File: src/rtl/cond_exec_stage_pkg.sv
// Shared definitions for the execute-stage condition logic: condition codes,
// NZCV / FlagWrite bit indices and the registered D->E control word.
package cond_exec_stage_pkg;

    localparam int unsigned COND_W   = 4;
    localparam int unsigned FLAGS_W  = 4;
    localparam int unsigned ALUCTL_W = 4;
    localparam int unsigned FW_W     = 2;

    localparam logic [COND_W-1:0] COND_EQ = 4'b0000;
    localparam logic [COND_W-1:0] COND_NE = 4'b0001;
    localparam logic [COND_W-1:0] COND_CS = 4'b0010;
    localparam logic [COND_W-1:0] COND_CC = 4'b0011;
    localparam logic [COND_W-1:0] COND_MI = 4'b0100;
    localparam logic [COND_W-1:0] COND_PL = 4'b0101;
    localparam logic [COND_W-1:0] COND_VS = 4'b0110;
    localparam logic [COND_W-1:0] COND_VC = 4'b0111;
    localparam logic [COND_W-1:0] COND_HI = 4'b1000;
    localparam logic [COND_W-1:0] COND_LS = 4'b1001;
    localparam logic [COND_W-1:0] COND_GE = 4'b1010;
    localparam logic [COND_W-1:0] COND_LT = 4'b1011;
    localparam logic [COND_W-1:0] COND_GT = 4'b1100;
    localparam logic [COND_W-1:0] COND_LE = 4'b1101;
    localparam logic [COND_W-1:0] COND_AL = 4'b1110;

    localparam int unsigned FLAG_N = 3;
    localparam int unsigned FLAG_Z = 2;
    localparam int unsigned FLAG_C = 1;
    localparam int unsigned FLAG_V = 0;

    localparam int unsigned FW_NZ = 1;
    localparam int unsigned FW_CV = 0;

    typedef struct packed {
        logic [COND_W-1:0]   cond;
        logic                pc_src;
        logic                reg_write;
        logic                mem_to_reg;
        logic                mem_write;
        logic                branch;
        logic                alu_src;
        logic                no_write;
        logic [ALUCTL_W-1:0] alu_control;
        logic [FW_W-1:0]     flag_write;
    } ctrl_e_t;

endpackage

File: src/rtl/cond_check.sv
// Combinational condition evaluator: decides whether a 4-bit condition field
// passes against an NZCV flag set. Shared with the hazard unit.
module cond_check
    import cond_exec_stage_pkg::*;
(
    input  logic [COND_W-1:0]  cond,
    input  logic [FLAGS_W-1:0] flags,
    output logic               cond_ex
);

    logic n, z, c, v;

    assign n = flags[FLAG_N];
    assign z = flags[FLAG_Z];
    assign c = flags[FLAG_C];
    assign v = flags[FLAG_V];

    // Code 1111 falls into the default arm and is treated as always.
    always_comb begin
        cond_ex = 1'b1;
        case (cond)
            COND_EQ: cond_ex = z;
            COND_NE: cond_ex = ~z;
            COND_CS: cond_ex = c;
            COND_CC: cond_ex = ~c;
            COND_MI: cond_ex = n;
            COND_PL: cond_ex = ~n;
            COND_VS: cond_ex = v;
            COND_VC: cond_ex = ~v;
            COND_HI: cond_ex = c & ~z;
            COND_LS: cond_ex = ~c | z;
            COND_GE: cond_ex = (n == v);
            COND_LT: cond_ex = (n != v);
            COND_GT: cond_ex = ~z & (n == v);
            COND_LE: cond_ex = z | (n != v);
            COND_AL: cond_ex = 1'b1;
            default: cond_ex = 1'b1;
        endcase
    end

endmodule

File: src/rtl/cond_exec_stage.sv
// Execute-stage D->E control register, NZCV flag register and condition gating
// of write/branch/PC-source enables. CONDEX_STATS_EN adds a saturating squash counter.
module cond_exec_stage
    import cond_exec_stage_pkg::*;
#(
    parameter logic [FLAGS_W-1:0] FLAGS_RST = 4'b0000,
    parameter int unsigned        CNT_W     = 16
) (
    input  logic                clk,
    input  logic                reset,
    input  logic                StallE,
    input  logic                FlushE,
    input  logic [COND_W-1:0]   CondD,
    input  logic                PCSrcD,
    input  logic                RegWriteD,
    input  logic                MemtoRegD,
    input  logic                MemWriteD,
    input  logic                BranchD,
    input  logic                ALUSrcD,
    input  logic                NoWriteD,
    input  logic [ALUCTL_W-1:0] ALUControlD,
    input  logic [FW_W-1:0]     FlagWriteD,
    input  logic [FLAGS_W-1:0]  ALUFlags,
    output logic [ALUCTL_W-1:0] ALUControlE,
    output logic                ALUSrcE,
    output logic                MemtoRegE,
    output logic                RegWriteE,
    output logic                MemWriteE,
    output logic                PCSrcE,
    output logic                BranchTakenE,
    output logic                CondExE,
    output logic [FLAGS_W-1:0]  FlagsE,
    output logic [CNT_W-1:0]    SquashCnt
);

    ctrl_e_t              ctrl_d;
    ctrl_e_t              ctrl_q;
    logic [FLAGS_W-1:0]   flags_q;
    logic [FLAGS_W-1:0]   flags_next;
    logic                 cond_ex;
    logic                 flag_en;

    assign ctrl_d = '{
        cond:        CondD,
        pc_src:      PCSrcD,
        reg_write:   RegWriteD,
        mem_to_reg:  MemtoRegD,
        mem_write:   MemWriteD,
        branch:      BranchD,
        alu_src:     ALUSrcD,
        no_write:    NoWriteD,
        alu_control: ALUControlD,
        flag_write:  FlagWriteD
    };

    // Flush loads a bubble and overrides stall.
    always_ff @(posedge clk or negedge reset) begin
        if (!reset) begin
            ctrl_q <= '0;
        end else if (FlushE) begin
            ctrl_q <= '0;
        end else if (!StallE) begin
            ctrl_q <= ctrl_d;
        end
    end

    cond_check u_cond_check (
        .cond    (ctrl_q.cond),
        .flags   (flags_q),
        .cond_ex (cond_ex)
    );

    // The leaving instruction updates flags even when a flush arrives, unless stalled.
    assign flag_en = ~StallE & cond_ex;

    always_comb begin
        flags_next = flags_q;
        if (ctrl_q.flag_write[FW_NZ]) begin
            flags_next[FLAG_N] = ALUFlags[FLAG_N];
            flags_next[FLAG_Z] = ALUFlags[FLAG_Z];
        end
        if (ctrl_q.flag_write[FW_CV]) begin
            flags_next[FLAG_C] = ALUFlags[FLAG_C];
            flags_next[FLAG_V] = ALUFlags[FLAG_V];
        end
    end

    always_ff @(posedge clk or negedge reset) begin
        if (!reset) begin
            flags_q <= FLAGS_RST;
        end else if (flag_en) begin
            flags_q <= flags_next;
        end
    end

`ifdef CONDEX_STATS_EN
    logic [CNT_W-1:0] squash_q;
    logic             squash_en;

    assign squash_en = ~StallE & ~cond_ex &
                       (ctrl_q.reg_write | ctrl_q.mem_write | ctrl_q.pc_src |
                        ctrl_q.branch | (|ctrl_q.flag_write));

    always_ff @(posedge clk or negedge reset) begin
        if (!reset) begin
            squash_q <= '0;
        end else if (squash_en && (squash_q != {CNT_W{1'b1}})) begin
            squash_q <= squash_q + CNT_W'(1);
        end
    end

    assign SquashCnt = squash_q;
`else
    assign SquashCnt = '0;
`endif

    assign ALUControlE  = ctrl_q.alu_control;
    assign ALUSrcE      = ctrl_q.alu_src;
    assign MemtoRegE    = ctrl_q.mem_to_reg;
    assign RegWriteE    = ctrl_q.reg_write & cond_ex & ~ctrl_q.no_write;
    assign MemWriteE    = ctrl_q.mem_write & cond_ex;
    assign PCSrcE       = ctrl_q.pc_src & cond_ex;
    assign BranchTakenE = ctrl_q.branch & cond_ex;
    assign CondExE      = cond_ex;
    assign FlagsE       = flags_q;

endmodule
File: config.mk
export PLATFORM = sky130hd
export DESIGN_NAME = cond_exec_stage
export DESIGN_NICKNAME = d
export VERILOG_FILES = /design/src/rtl/cond_exec_stage_pkg.sv /design/src/rtl/cond_check.sv /design/src/rtl/cond_exec_stage.sv
export SDC_FILE = /design/constraint.sdc
export NUM_CORES = 1
export LEC_CHECK = 0
export ABC_CLOCK_PERIOD_IN_PS = 2950
export CORE_ASPECT_RATIO = 1.75
export CORE_UTILIZATION = 25
export CTS_CLUSTER_SIZE = 30
export DETAILED_ROUTE_END_ITERATION = 8
export PLACE_DENSITY_LB_ADDON = 0.15
export SETUP_SLACK_MARGIN = 0.5
export SYNTH_ARGS = -nofsm -noshare
export SYNTH_HDL_FRONTEND = slang
export SYNTH_SLANG_ARGS = --single-unit
File: constraint.sdc
create_clock -name clk -period 2.95 [get_ports clk]
set_input_delay 0.7375 -clock clk [delete_from_list [all_inputs] [get_ports clk]]
set_output_delay 0.7375 -clock clk [all_outputs]
set_load 0.005 [all_outputs]
* Word-level counts from Yosys, hierarchy flattened
Index checks and enable logic that the tools add are counted.
** Word-level totals
- Flip-flop bits (word level) :: 21
- Input bits :: 25
- Output and inout bits :: 31
- Logic and storage cells :: 50
** Cells by class
- Equality and inequality tests :: 16
- Muxes and demuxes :: 3
- Bitwise gates (word level) :: 16
- Reduce and logical (&&, ||, !) cells :: 3
** Operators by type and width (number)
- $mux 17 :: 2
- $eq 4x4->1 const B :: 6
- $eq 4x3->1 const B :: 4
- $pmux 1 s14 :: 1
- $and 1x1->1 :: 8
- $eq 4x2->1 const B :: 2
- $not 1->1 :: 6
- $eq 4x1->1 const B :: 1
- $logic_not 4->1 :: 1
- $reduce_and 2->1 :: 2
- $ne 2x1->1 const B :: 1
- $or 1x1->1 :: 2
- $eq 1x1->1 :: 1
- $ne 1x1->1 :: 1

* Longest topological paths before layout
- Depth in word-level cells :: 5
- Mapped depth :: 6
- Mapped depth without buffers :: 5

* Hierarchy
Synthesis repeated with hierarchy kept, for this count alone.
** Unflattened totals
- Cell total of the unflattened synthesis :: 114
- Area, all modules :: 1196.1 sq um
** Modules (own cells, without submodules)
- cond_exec_stage :: times used 1, cells an instance 91, area each 1031.0 sq um, sequential area each 525.5 sq um
- cond_check :: times used 1, cells an instance 23, area each 165.2 sq um, sequential area each 0.0 sq um

* Least setup slack after synthesis
No wires, ideal clock.
- Kind :: register to output
- Start point :: reg ctrl_q[16] in the netlist's numbering
- End point :: out RegWriteE
- Data arrival time :: 1445 ps
- Required time :: 2213 ps
- Path slack :: 767 ps
- Stages on the path, launching flop included :: 6
- Path buffers :: 1
- Cells stage by stage :: dfrtp_1 > buf_4 > a211o_1 > a41oi_4 > nor3_1 > nor3b_1
** On the way
- Longest elaborated chain between the ends :: 4
- Elaborated cells on any way between the ends :: 17
- Classes of those cells :: eq/ne: 13; mux: 1; bitwise: 2; reduce/logical: 1
** RTL lines
- start, declared :: RTL line cond_exec_stage.sv:37 : ctrl_e_t ctrl_q;
- start signal, assigned :: RTL line cond_exec_stage.sv:63 : ctrl_q <= ctrl_d;
- $eq 4x4->1 (tied with other cells) :: RTL line cond_check.sv:21 : case (cond)
- $pmux 1 s14 (*) :: RTL line cond_check.sv:21
- $and 1x1->1 (*) (2 in a row) :: RTL line cond_exec_stage.sv:120 : assign RegWriteE = ctrl_q.reg_write & cond_ex & ~ctrl_q.no_write;
- end, declared :: RTL line cond_exec_stage.sv:27 : output logic RegWriteE,
Every way passes the cells marked *; elsewhere a longest branch is shown, timed or not.

* Worst setup path after layout
- Start point :: reg ctrl_q[15] in the netlist's numbering
- End point :: out RegWriteE
Same word-level chain as after synthesis.

==> metrics.md <==
| Metric | Value |
|---|---|
| Die area | `5430 sq um` |
| Final WL | `3.10 mm` |
| RSZ-0062 raised after global routing | `yes` |
| First DRT Iteration DRCs | `8` |
| N_diodes | `0` |
| P_leak | `0.873 nW` |
| CTS Buf Count | `3` |
| Crit Path Class | `reg -> out` |
| Top cells by count, synth | `22 x buf_4, 21 x dfrtp_1, 18 x mux2i_1, 18 x nor2_1` |
| TritonCTS clock tree | `yes` |
| Initial Utilization | `26.0%` |
| R2R depth | `7` |
| H-tree levels | `1` |
| Sequential share of the synthesized area | `41.0%` |
| Synth unique cells | `27` |
| Core Util, Final | `38.7%` |
| Routability congestion estimate | `0.811` |
| Clk slew on worst S/H paths | `0.08 ns` |
| Clk Latency, worst-skew pair | `0.26 ns` |
| Post-synth EDFFs | `0` |
| Dpl ws | `0.00531 ns` |
| CP max stage delay | `0.47 ns` |
| Crit path required time | `2.21 ns` |
| DRC Markers | `0` |
| Hold_buf cts | `0` |
| Placed insts | `206` |
| Internal | `0.724 mW` |
| Crit-path max FO | `7` |
| Slowest CP cell | `dfrtp_2` |
| Post-route insts no fill | `229` |
| Share of cells above drive strength 1 | `31.4%` |
| Post-DRT Antenna Nets | `0` |
| DIE HEIGHT | `96.8 um` |
| Comb power frac | `46.2%` |
| Via count | `1026` |
| Yosys warning count | `0` |
| Worst hold path startpoint | `ctrl_q[12]` |
| Final period util | `89.5%` |
| Pre-antenna DRT Iters | `3` |
| Status | `completed` |
| Most frequent cell after synthesis | `buf_4` |
| Ys async rst share | `100%` |
| RR Startpoint | `ctrl_q[15]` |
| Max frequency | `379 MHz` |
| Initial antenna violation count | `0` |
| Crit-path cells | `buf_4 -> a211o_1 -> a41oi_4 -> nor3_4 -> buf_6 -> nor3b_2 -> buf_2` |
| Vias/cell | `4.48` |
| PortBufs | `39` |
| Syn Inst Count | `120` |
| Cell Area, Placed | `1650 sq um` |
| Final instance area | `1910 sq um` |
| Global-route wire length before repair | `5.16 mm` |
| Pwr Total | `1.08 mW` |
| Final nets | `201` |
| Worst VDD drop | `0.332 mV` |
| P_sw | `0.355 mW` |
| Critical path depth in cells | `7` |
| Core area | `4930 sq um` |
| Max-slew headroom | `59.6%` |
| CTS root buffer | `clkbuf_8` |
| PwrDens | `565 nW/um^2` |
| Drt wl/cell | `13.5 um` |
| Tmin final | `2.64 ns` |
| Top cells by area, synth | `dfrtp_1 41%, mux2i_1 14%, buf_4 13%` |
| CP Launch Type | `flip-flop` |
| Synthesized cell area | `1280 sq um` |
| Final Hold Viols | `0` |
| CP top delay family | `compound AO/OA/AOI/OAI gates` |
| Die Wd | `56.1 um` |
| Vias in the first global route | `1115` |
| Total GRT Usage | `12.2%` |
| Crit end category | `output pin` |
| Arrival @ worst endpoint | `1.90 ns` |
| Fin Hold WS | `0.527 ns` |
| Yosys top cell area share | `41.0%` |
| IO Pins | `56` |
| Hold Crit Depth | `2` |
| Remaining global-route overflow | `0` |
| Clock skew | `0.00461 ns` |
| Crit path from | `ctrl_q[15]` |
| Area grow syn2layout | `48.9%` |
| Hold WC Path Type | `reg -> reg` |
| Largest net degree at the start of global routing | `22` |
| Setup_tns | `0 ns` |
| Worst-Margin Slew | `0.604 ns` |
| Synth area leader | `dfrtp_1` |
| Clock Sinks | `21` |
| Proportion of power drawn by the clock network | `17.9%` |
| Row count | `34` |
| Ys flop type | `dfrtp_1` |
| Maxcap violations | `0` |
| Final setup viols | `0` |
| Sw Ratio | `32.9%` |
| PnR worst setup slack | `0.309 ns` |
| Slew Viols, Final | `0` |
| CP bufs+invs | `3` |
| Synth Register Bits | `21` |
| CTS Buffer Depth | `2` |
| Synth Area per Inst | `10.7 sq um` |
| Sequential share of power | `35.9%` |
==> layout by cell type, fill, tap and decap left out, types with 2 or more instances in the layout <==
cell type	n
clkdlybuf4s50_1	34
buf_4	21
nor2_1	18
mux2i_1	18
conb_1	16
dfrtp_1	15
dfrtp_2	6
inv_1	4
mux2_1	4
buf_2	4
nand2_1	3
xnor2_2	3
nor2b_1	3
clkbuf_8	3
buf_6	3
nor3b_2	2
o32ai_4	2
o311ai_2	2
==> final timing paths <==
| path | end | slack [ns] |
|---|---|---|
| setup / recovery | RegWriteE | 0.31 |
| hold / removal | ctrl_q[12] | 0.53 |
| setup reg to reg | FlagsE[3] | 0.84 |
| hold reg to reg | ctrl_q[12] | 0.53 |
| max in group asynchronous | FlagsE[3] | 1.89 |
| min in group asynchronous | ctrl_q[8] | 0.82 |
==> kinds of logic (layout without fill, tap and decap cells) <==
group / after synthesis / count (layout) / synth area share (%)
xor gates and xnor gates: 3 / 3 / 2.05
and+or+nand+nor: 30 / 30 / 11.5
other: 1 / 16 / 0.292
buffers and inverters: 31 / 71 / 15.7
muxes: 22 / 22 / 17.6
DFF: 21 / 21 / 41.0
AOI/OAI and AO/OA: 12 / 12 / 11.9
==> registers in the layout (all words and copies together), names as in the netlist <==
signal / flops
ALUControlE: 4
ALUSrcE: 1
FlagsE: 4
MemtoRegE: 1
ctrl_q: 11
==> timing repair <==
| item | in CTS | in global routing |
|---|---|---|
| resized for setup | 35 | 4 |
| endpoints found under the setup margin | 5 | 5 |
| pin swaps | 9 | 2 |
| buffers inserted | 17 | 2 |
==> final cells by class <==
cell class | instances | area, sq um
fillers | 519 | 3030
flip-flops and latches | 21 | 533
repair buffers | 63 | 557
multi-input cells | 83 | 688
inverters | 4 | 15.0
clock buffers | 3 | 41.3
well taps | 54 | 67.6
clock inverters | 1 | 7.51
==> tightest hold or removal path, cell delays in order, from the launching register on <==
cell     delay, ns
dfrtp_1       0.34
mux2i_1       0.07
nor2_1        0.08
==> power by group through the flow <==
| stage | Sequential (mW) | Combinational, mW | Clock [mW] |
|---|---|---|---|
| floorplan | 0.381 | 0.197 | 0 |
| global placement | 0.384 | 0.361 | 0 |
| detailed placement | 0.386 | 0.370 | 0 |
| CTS | 0.386 | 0.490 | 0.204 |
| global route | 0.393 | 0.535 | 0.216 |
| finish | 0.387 | 0.499 | 0.193 |
==> layer usage <==
metal | share of wire, % | global-route usage, %
met1 | 32 | 11.1
met2 | 62 | 24.9
met3 | 3.5 | 1.34
met4 | 2.9 | 6.38
met5 | 0 | 0
No activity file was read; power rests on OpenSTA's default activity.
